`src/rtl/pipeline_run_ctrl.sv`:
```
// pipeline_run_ctrl
//   Run/step/break controller for a CPU pipeline. It gates the pipeline
//   clock enable, stops on two address breakpoints or on an EBREAK reaching
//   WB, executes host commands and counts enabled cycles.
//
// Ports
//   cpu_clk    in   clock
//   cpu_rstn   in   asynchronous active-low reset
//   cmd_valid  in   command strobe, sampled every cycle (no back-pressure)
//   cmd_op     in   3  0 NOP,1 RUN,2 STEP,3 PAUSE,4 SET_BP0,5 SET_BP1,6 CLR_BP,7 CLR_CNT
//   cmd_data   in   32 breakpoint address (SET_BP0/1), step count in [15:0] (STEP)
//   pc         in   32 current fetch PC
//   ir_wb      in   32 instruction in WB
//   cpu_en     out  pipeline clock enable (combinational)
//   state      out  2  0 IDLE,1 RUN,2 STEP,3 BREAK
//   brk_cause  out  2  0 none,1 BP0,2 BP1,3 EBREAK
//   cycle_cnt  out  32 count of cycles with cpu_en=1 (wraps)
//   cmd_ack    out  registered pulse: command executed
//   cmd_err    out  registered pulse: command rejected
module pipeline_run_ctrl (
  input  logic        cpu_clk,
  input  logic        cpu_rstn,
  input  logic        cmd_valid,
  input  logic [2:0]  cmd_op,
  input  logic [31:0] cmd_data,
  input  logic [31:0] pc,
  input  logic [31:0] ir_wb,
  output logic        cpu_en,
  output logic [1:0]  state,
  output logic [1:0]  brk_cause,
  output logic [31:0] cycle_cnt,
  output logic        cmd_ack,
  output logic        cmd_err
);

  typedef enum logic [1:0] {
    S_IDLE  = 2'd0,
    S_RUN   = 2'd1,
    S_STEP  = 2'd2,
    S_BREAK = 2'd3
  } state_t;

  localparam logic [2:0]  OP_RUN     = 3'd1;
  localparam logic [2:0]  OP_STEP    = 3'd2;
  localparam logic [2:0]  OP_PAUSE   = 3'd3;
  localparam logic [2:0]  OP_SET_BP0 = 3'd4;
  localparam logic [2:0]  OP_SET_BP1 = 3'd5;
  localparam logic [2:0]  OP_CLR_BP  = 3'd6;
  localparam logic [2:0]  OP_CLR_CNT = 3'd7;
  localparam logic [31:0] EBREAK_INSN = 32'h0010_0073;

  state_t      state_q, state_d;
  logic [1:0]  cause_q, cause_d;
  logic [15:0] step_q, step_d;
  logic        skip_q, skip_d;
  logic        ack_d, err_d;
  logic [31:0] bp0_q, bp1_q;
  logic        bp0_en_q, bp1_en_q;
  logic [31:0] cnt_q;

  logic running, bp0_hit, bp1_hit, bp_match, ebreak_hit, brk_evt;
  logic is_run, is_step, is_pause, resume_ok;

  assign running    = (state_q == S_RUN) || (state_q == S_STEP);
  assign bp0_hit    = bp0_en_q && (pc == bp0_q);
  assign bp1_hit    = bp1_en_q && (pc == bp1_q);
  // skip masks the breakpoint for the first enabled cycle after a resume so
  // the instruction we stopped on actually executes.
  assign bp_match   = !skip_q && (bp0_hit || bp1_hit);
  assign cpu_en     = running && !bp_match;
  assign ebreak_hit = cpu_en && (ir_wb == EBREAK_INSN);
  assign brk_evt    = (running && bp_match) || ebreak_hit;

  assign is_run    = cmd_valid && (cmd_op == OP_RUN);
  assign is_step   = cmd_valid && (cmd_op == OP_STEP);
  assign is_pause  = cmd_valid && (cmd_op == OP_PAUSE);
  assign resume_ok = (state_q == S_IDLE) || (state_q == S_BREAK);

  always_comb begin
    state_d = state_q;
    cause_d = cause_q;
    step_d  = step_q;
    skip_d  = skip_q;
    ack_d   = 1'b0;
    err_d   = 1'b0;

    if (cpu_en) begin
      skip_d = 1'b0;
      if (state_q == S_STEP) step_d = step_q - 16'd1;
    end

    // A break event outranks any same-cycle run-control command.
    if (brk_evt) begin
      state_d = S_BREAK;
      cause_d = bp_match ? (bp0_hit ? 2'd1 : 2'd2) : 2'd3;
    end else if (is_run && resume_ok) begin
      state_d = S_RUN;
      skip_d  = 1'b1;
      cause_d = 2'd0;
    end else if (is_step && resume_ok) begin
      state_d = S_STEP;
      step_d  = (cmd_data[15:0] == 16'd0) ? 16'd1 : cmd_data[15:0];
      skip_d  = 1'b1;
      cause_d = 2'd0;
    end else if (is_pause && running) begin
      state_d = S_IDLE;
    end else if ((state_q == S_STEP) && cpu_en && (step_q == 16'd1)) begin
      state_d = S_IDLE;
    end

    if (cmd_valid) begin
      unique case (cmd_op)
        OP_RUN, OP_STEP: begin
          if (resume_ok && !brk_evt) ack_d = 1'b1;
          else                       err_d = 1'b1;
        end
        OP_PAUSE: begin
          if (running && !brk_evt) ack_d = 1'b1;
          else                     err_d = 1'b1;
        end
        OP_SET_BP0, OP_SET_BP1, OP_CLR_BP, OP_CLR_CNT: ack_d = 1'b1;
        default: ;
      endcase
    end
  end

  always_ff @(posedge cpu_clk or negedge cpu_rstn) begin
    if (!cpu_rstn) begin
      state_q <= S_IDLE;
      cause_q <= 2'd0;
      step_q  <= 16'd0;
      skip_q  <= 1'b0;
      cmd_ack <= 1'b0;
      cmd_err <= 1'b0;
    end else begin
      state_q <= state_d;
      cause_q <= cause_d;
      step_q  <= step_d;
      skip_q  <= skip_d;
      cmd_ack <= ack_d;
      cmd_err <= err_d;
    end
  end

  // Breakpoint registers: CLR_BP drops the enables but keeps the addresses.
  always_ff @(posedge cpu_clk or negedge cpu_rstn) begin
    if (!cpu_rstn) begin
      bp0_q    <= 32'd0;
      bp1_q    <= 32'd0;
      bp0_en_q <= 1'b0;
      bp1_en_q <= 1'b0;
    end else if (cmd_valid) begin
      if (cmd_op == OP_SET_BP0) begin
        bp0_q    <= cmd_data;
        bp0_en_q <= 1'b1;
      end
      if (cmd_op == OP_SET_BP1) begin
        bp1_q    <= cmd_data;
        bp1_en_q <= 1'b1;
      end
      if (cmd_op == OP_CLR_BP) begin
        bp0_en_q <= 1'b0;
        bp1_en_q <= 1'b0;
      end
    end
  end

  // CLR_CNT wins over the increment of the same cycle; the counter wraps.
  always_ff @(posedge cpu_clk or negedge cpu_rstn) begin
    if (!cpu_rstn)                             cnt_q <= 32'd0;
    else if (cmd_valid && cmd_op == OP_CLR_CNT) cnt_q <= 32'd0;
    else if (cpu_en)                           cnt_q <= cnt_q + 32'd1;
  end

  assign state     = state_q;
  assign brk_cause = cause_q;
  assign cycle_cnt = cnt_q;

endmodule

```
`config.mk`:
```
export PLATFORM = sky130hd
export DESIGN_NAME = pipeline_run_ctrl
export DESIGN_NICKNAME = d
export VERILOG_FILES = /design/src/rtl/pipeline_run_ctrl.sv
export SDC_FILE = /design/constraint.sdc
export NUM_CORES = 1
export LEC_CHECK = 0
export BUFFER_PORTS_ARGS = -buffer_cell sky130_fd_sc_hd__buf_4
export CORE_ASPECT_RATIO = 1.2
export CORE_UTILIZATION = 55
export DETAILED_ROUTE_END_ITERATION = 12
export PLACE_DENSITY = 0.86
export SLEW_MARGIN = 20
export SYNTH_ARGS = -nofsm -noshare
export SYNTH_HDL_FRONTEND = slang
export SYNTH_SLANG_ARGS = --single-unit
```
`constraint.sdc`:
```
create_clock -name cpu_clk -period 4.75 [get_ports cpu_clk]
set_clock_uncertainty 0.2 [all_clocks]
set_input_delay 0.475 -clock cpu_clk [delete_from_list [all_inputs] [get_ports cpu_clk]]
set_output_delay 0.475 -clock cpu_clk [all_outputs]
set_load 0.05 [all_outputs]
```
==> flow_metrics.tcl <==
set metrics [dict create \
    wl_met3_um 1140 \
    p_comb_share_pct 27.0 \
    cts_buffers 17 \
    min_period_ns 3.58 \
    p_switching_mw 1.28 \
    syn_to_final_growth_pct 29.4 \
    wl_per_cell_um 18.6 \
    worst_pin_slew_ns 0.778 \
    cts_setup_buffers 0 \
    drcViolationCount 0 \
    via_per_inst 5.78 \
    powerDensity_nw_per_um2 480 \
    synth-async-reset-ratio_pct 100 \
    hold_end "bp0_q[18]" \
    hold_viol 0 \
    crit_chain "xnor2_1 -> nand2_1 -> a2111oi_0 -> nand4_1 -> nand3b_1 -> buf_4 -> inv_1 -> buf_4" \
    rsz0062_at_grt "false" \
    hold_path_class "input pin to register" \
    yosysTopAreaCell "dfrtp_1" \
    grt_pass1_wl_um 27300 \
    grt_pass1_vias 5537 \
    die_w_um 99.7 \
    max_freq_mhz 279 \
    grt_max_degree 85 \
    io_pins 141 \
    dr_wl_met2_um 8650 \
    gp_congestion 0.929 \
    cp_slowest_stage_delay_ns 0.66 \
    slew_viol_final 0 \
    p_sw_share_pct 32.7 \
    cpMostUsedCell "buf_4" \
    placed_cells 869 \
    yosysTopAreaCellShare_pct 48.0 \
    drive_gt1_share_pct 34.5 \
    post-route-util_pct 73.6 \
    m1WireLength_um 6450 \
    r2r-start "bp0_q[29]" \
    rows 42 \
    syn_avg_cell_area_um2 10.6 \
    start_util_pct 56.8 \
    synth-seq-area-share_pct 48.0 \
    required_ns 4.07 \
    r2r_end "cycle_cnt[18]" \
    dr.pass1.iters 6 \
    fp.dieH_um 119 \
    fin_crit_sh_pct 75.4 \
    antenna_cells 0 \
    syn-num-nets 698 \
    finalWirelength_um 16800 \
    reg2reg_slack_ns 1.25 \
    yosysUniqueCellTypes 57 \
    grt.overflow.total 0 \
    worst-r2r-cell-count 10 \
    setup_violations 0 \
    hpwl_um 12000 \
    cts_num_sinks 121 \
    crit_path_end_kind "output port" \
    insertion_delay_ns 0.41 \
    ys_warn_count 0 \
    clkTransAtPathRegs_ns 0.06 \
    nets 841 \
    fin_cells 902 \
    cap_violations 0 \
    synth_most_common_cell "dfrtp_1" \
    cp.arrival_ns 2.91 \
    worst_hold_slack_ns 0.0898 \
    ys_ff_latch 121 \
    core_um2 11100 \
    drt_first_iter_violations 412 \
    hp-start "cmd_data[18]" \
    pre_cts_ws_ns 1.12 \
    top_layer "met4" \
    ant_nets 0 \
    fin_area_um2 8160 \
    p_int_mw 2.63 \
    htreeDepth 4 \
    synthCells 592 \
    grt_usage_pct 29.7 \
    power_mw 3.91 \
    syn_area_um2 6300 \
    tns_ns 0 \
    irDropWorstVdd_uv 413 \
    antenna_found_initial 0 \
    ctsResizeCount 0 \
    status "finished clean" \
    seq_power_share_pct 37.6 \
    synth_edf_count 0 \
    clockRootBuffer "clkbuf_16" \
    critPathLaunchType "register" \
    synth_common_cells "dfrtp_1 (121), xnor2_1 (63), mux2_2 (62)" \
    num_vias 5216 \
    final.setup.worst_slack_ns 1.17 \
    synth_flop_cell "dfrtp_1" \
    min_path_cells 3 \
    ctsLongestPathBuffers 2 \
    crit_slowest_cell "a2111oi_0" \
    ys_top_cells_by_area "dfrtp_1 (48%), mux2_2 (11%), xnor2_1 (8.8%)" \
    maxSlewHeadroom_pct 48.2 \
    port_buffers 140 \
    crit_fanout 15 \
    crit_type "register to output port" \
    die-area_um2 11900 \
    cts_tree "yes" \
    pwr-share-clk_pct 35.4 \
    leakage_nw 3.51 \
    place_area_um2 7500 \
]
-- placed cells by master, fill, tap and decap left out, drive strengths merged, types with 11 or more instances in the layout --
cell type  count
nand4         25
dfrtp        121
nand3         25
mux2          62
nor2          32
a21oi         19
buf          144
nor3          11
nor4          17
o21ai         24
nand2         45
inv           18
or3           15
clkbuf        19
xnor2         63
xor2          17
-- worst max path at each step --
stage | from | slack [ns] | end
6_report | bp0_q[29] | 1.17 | cpu_en
5_1_grt | bp0_q[29] | 0.98 | cycle_cnt[18]
4_1_cts | bp0_q[29] | 1.18 | cpu_en
3_5_place_dp | pc[5] | 1.12 | cycle_cnt[18]
3_3_place_gp | pc[5] | 1.43 | cycle_cnt[22]
2_1_floorplan | cycle_cnt[6] | 1.87 | cycle_cnt[29]
-- power groups by stage --
stage                     Sequential, mW  Clock, mW  Combinational [mW]
after floorplan                     1.55          0               0.610
after global placement              1.46          0                1.00
after detailed placement            1.47          0                1.04
after CTS                           1.46       1.40                1.06
after global routing                1.49       1.44                1.14
final                               1.47       1.39                1.06
-- critical path: cells and delay by family, from the launching register on --
kind            cells  cell delay [ns]
compound gates      1             0.66
xor+xnor            1             0.18
buf+inv             3             0.75
flops               1             0.39
simple gates        3             0.52
-- routing by layer --
layer / up-vias / GRT usage, %
met5: - / 0
met3: 47 / 7.22
met1: 2540 / 35.7
met2: 222 / 49.7
met4: 0 / 14.1
li1: 2407 / -
-- cell families (layout without fill, tap and decap cells) --
logic type	count (synthesis)	in the layout	share of synthesized area, %
mux	64	64	11.4
compound gates	75	75	7.50
buf+inv	37	193	2.40
flops	121	121	48.0
fa+ha+maj	4	4	0.794
simple gates	211	211	18.8
xor+xnor	80	80	11.1
-- flip-flops by register name, indices dropped and copies added (netlist names) --
signal	count
cycle_cnt	32
cmd_ack	1
bp0_en_q	1
bp1_en_q	1
bp0_q	32
step_q	16
bp1_q	32
brk_cause	2
state	2
cmd_err	1
skip_q	1
-- what timing repair did --
item / 4_1_cts / 5_1_grt
setup endpoints to repair: 0 / 0
hold buffers: 0 / 1
hold endpoints to repair: 0 / 4
-- area by class of cell --
cell class	instances	area, um2
multi-input combinational	434	3130
sequential	121	3030
fill	735	2930
timing repair buffer	145	1090
clock buffer	19	453
clock inverter	13	193
tap	154	193
inverter	16	60.1
Power figures use the tool's default switching activity.
